File: src/rtl/mesm6_memctl.sv
// Arbitrates the MESM-6 instruction and data buses onto one single-ported SRAM.
// Each access is one registered strobe followed by WAIT+1 wait cycles before the read data is captured.
module mesm6_memctl #(
   parameter int WAIT = 0
) (
   input  logic        clk,
   input  logic        reset,
   input  logic        ibus_fetch,
   input  logic [14:0] ibus_addr,
   output logic [47:0] ibus_input,
   output logic        ibus_done,
   input  logic        dbus_read,
   input  logic        dbus_write,
   input  logic [14:0] dbus_addr,
   input  logic [47:0] dbus_output,
   output logic [47:0] dbus_input,
   output logic        dbus_done,
   output logic        mem_en,
   output logic        mem_we,
   output logic [14:0] mem_addr,
   output logic [47:0] mem_wdata,
   input  logic [47:0] mem_rdata
);

   typedef enum logic [1:0] {IDLE, DACC, IACC, DONE} state_t;

   localparam logic [3:0] LAST = 4'(WAIT + 1);

   state_t     state;
   logic [3:0] cnt;
   logic       served_d;
   logic       served_i;
   logic       op_write;
   logic       op_zero;

   // Single FSM; strobes and done flags default low so every pulse lasts one cycle.
   always_ff @(posedge clk) begin
      if (reset) begin
         state      <= IDLE;
         cnt        <= '0;
         served_d   <= 1'b0;
         served_i   <= 1'b0;
         op_write   <= 1'b0;
         op_zero    <= 1'b0;
         mem_en     <= 1'b0;
         mem_we     <= 1'b0;
         mem_addr   <= '0;
         mem_wdata  <= '0;
         ibus_input <= '0;
         dbus_input <= '0;
         ibus_done  <= 1'b0;
         dbus_done  <= 1'b0;
      end else begin
         mem_en    <= 1'b0;
         mem_we    <= 1'b0;
         ibus_done <= 1'b0;
         dbus_done <= 1'b0;
         case (state)
            IDLE: begin
               cnt      <= '0;
               served_d <= 1'b0;
               served_i <= 1'b0;
               if (dbus_read || dbus_write) begin
                  // Address 0 is a hardwired zero word: the SRAM is never strobed for it.
                  state    <= DACC;
                  served_d <= 1'b1;
                  op_write <= dbus_write;
                  op_zero  <= (dbus_addr == 15'd0);
                  mem_en   <= (dbus_addr != 15'd0);
                  mem_we   <= dbus_write && (dbus_addr != 15'd0);
                  mem_addr <= dbus_addr;
                  if (dbus_write) mem_wdata <= dbus_output;
               end else if (ibus_fetch) begin
                  state    <= IACC;
                  served_i <= 1'b1;
                  mem_en   <= 1'b1;
                  mem_addr <= ibus_addr;
               end
            end
            DACC: begin
               if (cnt == LAST) begin
                  cnt <= '0;
                  if (!op_write) dbus_input <= op_zero ? 48'd0 : mem_rdata;
                  if (ibus_fetch) begin
                     state    <= IACC;
                     served_i <= 1'b1;
                     mem_en   <= 1'b1;
                     mem_addr <= ibus_addr;
                  end else begin
                     state     <= DONE;
                     dbus_done <= 1'b1;
                  end
               end else begin
                  cnt <= cnt + 4'd1;
               end
            end
            IACC: begin
               if (cnt == LAST) begin
                  cnt        <= '0;
                  ibus_input <= mem_rdata;
                  state      <= DONE;
                  ibus_done  <= served_i;
                  dbus_done  <= served_d;
               end else begin
                  cnt <= cnt + 4'd1;
               end
            end
            DONE: begin
               state <= IDLE;
            end
            default: state <= IDLE;
         endcase
      end
   end

endmodule

File: config.mk
export PLATFORM = sky130hd
export DESIGN_NAME = mesm6_memctl
export DESIGN_NICKNAME = d
export VERILOG_FILES = /design/src/rtl/mesm6_memctl.sv
export SDC_FILE = /design/constraint.sdc
export NUM_CORES = 1
export LEC_CHECK = 0
export CAP_MARGIN = 20
export CORE_MARGIN = 2
export CORE_UTILIZATION = 40
export CTS_BUF_LIST = sky130_fd_sc_hd__clkbuf_2
export CTS_CLUSTER_SIZE = 25
export DETAILED_ROUTE_END_ITERATION = 8
export MAX_ROUTING_LAYER = met4
export PLACE_DENSITY_LB_ADDON = 0.12
export SLEW_MARGIN = 20
export SYNTH_ARGS = -nofsm -noshare
export SYNTH_HDL_FRONTEND = slang
export SYNTH_SLANG_ARGS = --single-unit
File: constraint.sdc
create_clock -name clk -period 2.13 [get_ports clk]
set_clock_uncertainty 0.05 [all_clocks]
set_input_delay 0.426 -clock clk [delete_from_list [all_inputs] [get_ports clk]]
set_output_delay 0.426 -clock clk [all_outputs]
set_load 0.005 [all_outputs]
==> impl_metrics.py <==
metrics = {
    "drt": {
        "dr.pass1.iters": 4,
        "drc_errors": 0,
        "postRouteWirelength_um": 20620,
        "first_iter_violations": 360,
        "num_vias": 6634,
        "post_drt_via_cell_ratio": 5.087,
        "wire_per_inst_um": 15.81,
        "ant_nets": 0,
    },
    "clock_tree": {
        "cts-root-to-sink-buffers": 2,
        "tritoncts": "yes",
        "htree_num_levels": 4,
        "cts_made_buffers": 17,
        "root_buffer": "sky130_fd_sc_hd__clkbuf_2",
        "clkSinkCount": 173,
        "clk_latency_ps": 720,
        "cts.reportedPaths.clkPinSlew_ps": 250,
    },
    "critical_path": {
        "regToRegStartpoint": "cnt[0]$_SDFFE_PP0P_",
        "required_ps": 2750,
        "number_of_buffer_and_inverter_stages_on_the_critical_path": 1,
        "critical_path.endpoint": "dbus_input[33]$_SDFFE_PP0P_",
        "path_cells": "ha_1 > nand4bb_4 > buf_12 > or4b_1 > a21oi_1",
        "critical_path.max_stage_delay_ps": 540,
        "startpoint": "cnt[0]$_SDFFE_PP0P_",
        "worst-path-max-fanout": 96,
        "reg2reg_to": "dbus_input[33]$_SDFFE_PP0P_",
        "cp.depth": 5,
        "r2r.worst_path.cells": 5,
        "arrival_ps": 2590,
        "critical_path.startpoint_type": "flop",
        "critPathCaptureType": "flop",
        "worst-r2r-setup-slack_ps": 160,
        "crit_slowest_cell": "sky130_fd_sc_hd__or4b_1",
        "critical_path.top_delay_family": "simple AND/OR/NAND/NOR gates",
        "crit_type": "reg -> reg",
    },
    "sta": {
        "timing.hold.ws_ps": 146.1,
        "setup-tns-final_ps": 0,
        "finalSetupViolations": 0,
        "maximum_clock_frequency_ghz": 0.5068,
        "slew_headroom_pct": 66.31,
        "report.final.hold_viol_count": 0,
        "grt_setup_unrepaired": "no",
        "final-max-slew-violation-count": 0,
        "timing_worst_slew_pin_value_ps": 505.3,
        "final_period_minus_worst_setup_slack_ps": 1973,
        "final_critical_path_share_of_the_clock_period_pct": 92.63,
    },
    "pwr": {
        "power.combinational.fraction_pct": 33.9,
        "power_density_nw_per_um2": 847.2,
        "cellLeakagePower_nw": 4.384,
        "vdd_ir_drop_max_uv": 428.6,
        "internal_power_mw": 5.811,
        "power.share.sequential_pct": 45.2,
        "netSwitchingPower_mw": 2.981,
        "power.clock.fraction_pct": 20.9,
        "power.switching_fraction_pct": 33.91,
    },
    "floorplanning": {
        "dieHeight_um": 135.5,
        "starting_density_pct": 40.43,
        "core_area_um2": 17120,
        "floorplan.die_area_um2": 18370,
        "pin_count": 294,
        "die_x_um": 135.5,
        "row_count": 48,
    },
    "logic_synthesis": {
        "synthesis.instances": 801,
        "synth_simple_gate_area_share_pct": 21.88,
        "syn_nets": 938,
        "synthDominantAreaCellType": "sky130_fd_sc_hd__dfxtp_1",
        "synth_seq_area_share_pct": 50.05,
        "async_reset_ff_share_pct": 0,
        "syn-cell-area_um2": 6920,
        "synth.distinct_cells": 43,
        "ys_seq_elements": 173,
        "synth_compound_gate_area_share_pct": 17.74,
        "post_synth_mux_area_share_pct": 4.755,
        "synth_fa_ha_area_share_pct": 1.085,
        "synth_edf_count": 0,
        "synth_top_family_by_area": "simple AND/OR/NAND/NOR gates",
        "synthTopCellsByArea": "sky130_fd_sc_hd__dfxtp_1 50%, sky130_fd_sc_hd__a21oi_1 11%, sky130_fd_sc_hd__nand2_1 11%, sky130_fd_sc_hd__or4b_1 6.9%, sky130_fd_sc_hd__o21ai_0 3.6%",
        "synth_top_cells_by_count": "197 x sky130_fd_sc_hd__nand2_1, 173 x sky130_fd_sc_hd__dfxtp_1, 149 x sky130_fd_sc_hd__a21oi_1",
        "synth_area_per_cell_um2": 8.640,
        "synth.yosys.warnings": 0,
        "synth-main-ff-cell": "sky130_fd_sc_hd__dfxtp_1",
        "yosysMostFrequentCell": "sky130_fd_sc_hd__nand2_1",
        "synth_xor_area_share_pct": 0.1266,
        "yosys.area.top_type_share_pct": 50.05,
    },
    "placement": {
        "gp_congestion": 0.8047,
        "numPortBuffers": 293,
        "placed_area_um2": 10080,
        "hpwl_um": 13690,
    },
    "global_route": {
        "grt_antenna_before_repair": 1,
        "grt_pass1_vias": 6213,
        "first_pass_grt_wire_length_um": 32250,
        "overflow": 0,
        "track_usage_pct": 22.72,
        "grt_start_max_net_pins": 103,
    },
    "layout": {
        "stdcell_area_um2": 10380,
        "flow.area_growth_from_synthesis_pct": 49.96,
        "layout-drive-gt1-share_pct": 21.71,
        "nets": 1203,
    },
    "status": {
        "outcome": "complete, no violations",
    },
    "job": {
        "max_cap_viol": 0,
    },
    "worst_hold_path": {
        "hold_path.class": "in -> reg",
    },
}
state kept, by name (all words and copies together), names as in the netlist:
signal	flops
state	2
op_zero	1
dbus_input	48
ibus_done	1
mem_we	1
mem_en	1
served_i	1
mem_addr	15
mem_wdata	48
cnt	4
dbus_done	1
ibus_input	48
served_d	1
op_write	1
stage by stage:
stage / instances / util (%) / power [mW] / setup slack [ps]
finish: 1304 / 60.63 / 8.792 / 156.9
detailed placement: 1265 / 58.90 / 7.161 / 191.6
global route: 1304 / 60.63 / 9.388 / 62.60
global placement: 1265 / 58.90 / 7.141 / 235.6
CTS: 1303 / 60.61 / 8.896 / 147.3
floorplan: 801 / - / 5.614 / 400.0
how the worst min path moves through the flow:
stage,from,end,slack (ps),cells after the start
2_1_floorplan,ibus_input[0]$_SDFFE_PP0N_,ibus_input[0]$_SDFFE_PP0N_,400,2
3_5_place_dp,ibus_input[18]$_SDFFE_PP0N_,ibus_input[18]$_SDFFE_PP0N_,400,2
3_3_place_gp,mem_wdata[43]$_SDFFE_PP0P_,mem_wdata[43]$_SDFFE_PP0P_,390,2
4_1_cts,dbus_output[17],mem_wdata[17]$_SDFFE_PP0P_,40,3
5_1_grt,dbus_output[6],mem_wdata[6]$_SDFFE_PP0P_,50,3
6_report,dbus_output[17],mem_wdata[17]$_SDFFE_PP0P_,150,3
placed cells by master, fill, tap and decap left out, types with 5 or more instances in the layout:
cell type,count
sky130_fd_sc_hd__buf_4,19
sky130_fd_sc_hd__dfxtp_1,20
sky130_fd_sc_hd__nor3_1,5
sky130_fd_sc_hd__dfxtp_2,153
sky130_fd_sc_hd__dlygate4sd2_1,163
sky130_fd_sc_hd__o2bb2ai_1,15
sky130_fd_sc_hd__clkbuf_2,17
sky130_fd_sc_hd__nor2_1,11
sky130_fd_sc_hd__mux2i_1,16
sky130_fd_sc_hd__mux2_2,15
sky130_fd_sc_hd__buf_12,7
sky130_fd_sc_hd__nand2_1,197
sky130_fd_sc_hd__a21oi_1,149
sky130_fd_sc_hd__clkdlybuf4s50_1,129
sky130_fd_sc_hd__ha_1,6
sky130_fd_sc_hd__o21ai_0,50
sky130_fd_sc_hd__or4b_1,48
layout make-up:
cell class | count | area (um^2)
clock inverter | 14 | 167.7
inverter | 3 | 11.26
fill | 1640 | 6739
tap | 225 | 281.5
multi-input combinational | 552 | 3163
clock buffer | 17 | 85.08
antenna | 1 | 2.502
sequential | 173 | 3655
timing repair buffer | 319 | 3012
power by group through the flow:
stage          Clock [mW]  Sequential [mW]  Combinational (mW)
2_1_floorplan           0             3.98                1.63
3_3_place_gp            0             3.99                3.15
3_5_place_dp            0             4.00                3.16
4_1_cts              1.92             3.98                3.00
5_1_grt              2.06             4.04                3.29
6_report             1.84             3.97                2.98
routing by layer:
| metal | global-route usage (%) | vias up | wire (um) |
|---|---|---|---|
| met5 | - | - | 0 |
| met4 | 7.813 | 0 | 482 |
| met3 | 7.033 | 26 | 1666 |
| met2 | 34.18 | 245 | 9172 |
| met1 | 29.05 | 3034 | 9296 |
| li1 | - | 3329 | - |
what timing repair did:
action,CTS,global route
hold buffers,1,0
setup buffers,6,0
endpoints found under the hold margin,15,0
endpoints found under the setup margin,163,0
gates resized for setup,315,0
cells by family (layout without fill, tap and decap cells):
family,count (synthesis),after routing
fa+ha+maj,6,6
buf+inv,76,353
xor+xnor,1,1
other cells,0,1
simple gates,287,287
mux,31,31
flops,173,173
compound gates,227,227
worst min-delay path, delay by kind of cell:
kind,cells,cell delay [ps]
buffers and inverters,1,390
AO/OA/AOI/OAI,1,50
AND/OR/NAND/NOR,1,50
Power figures use the tool's default switching activity.
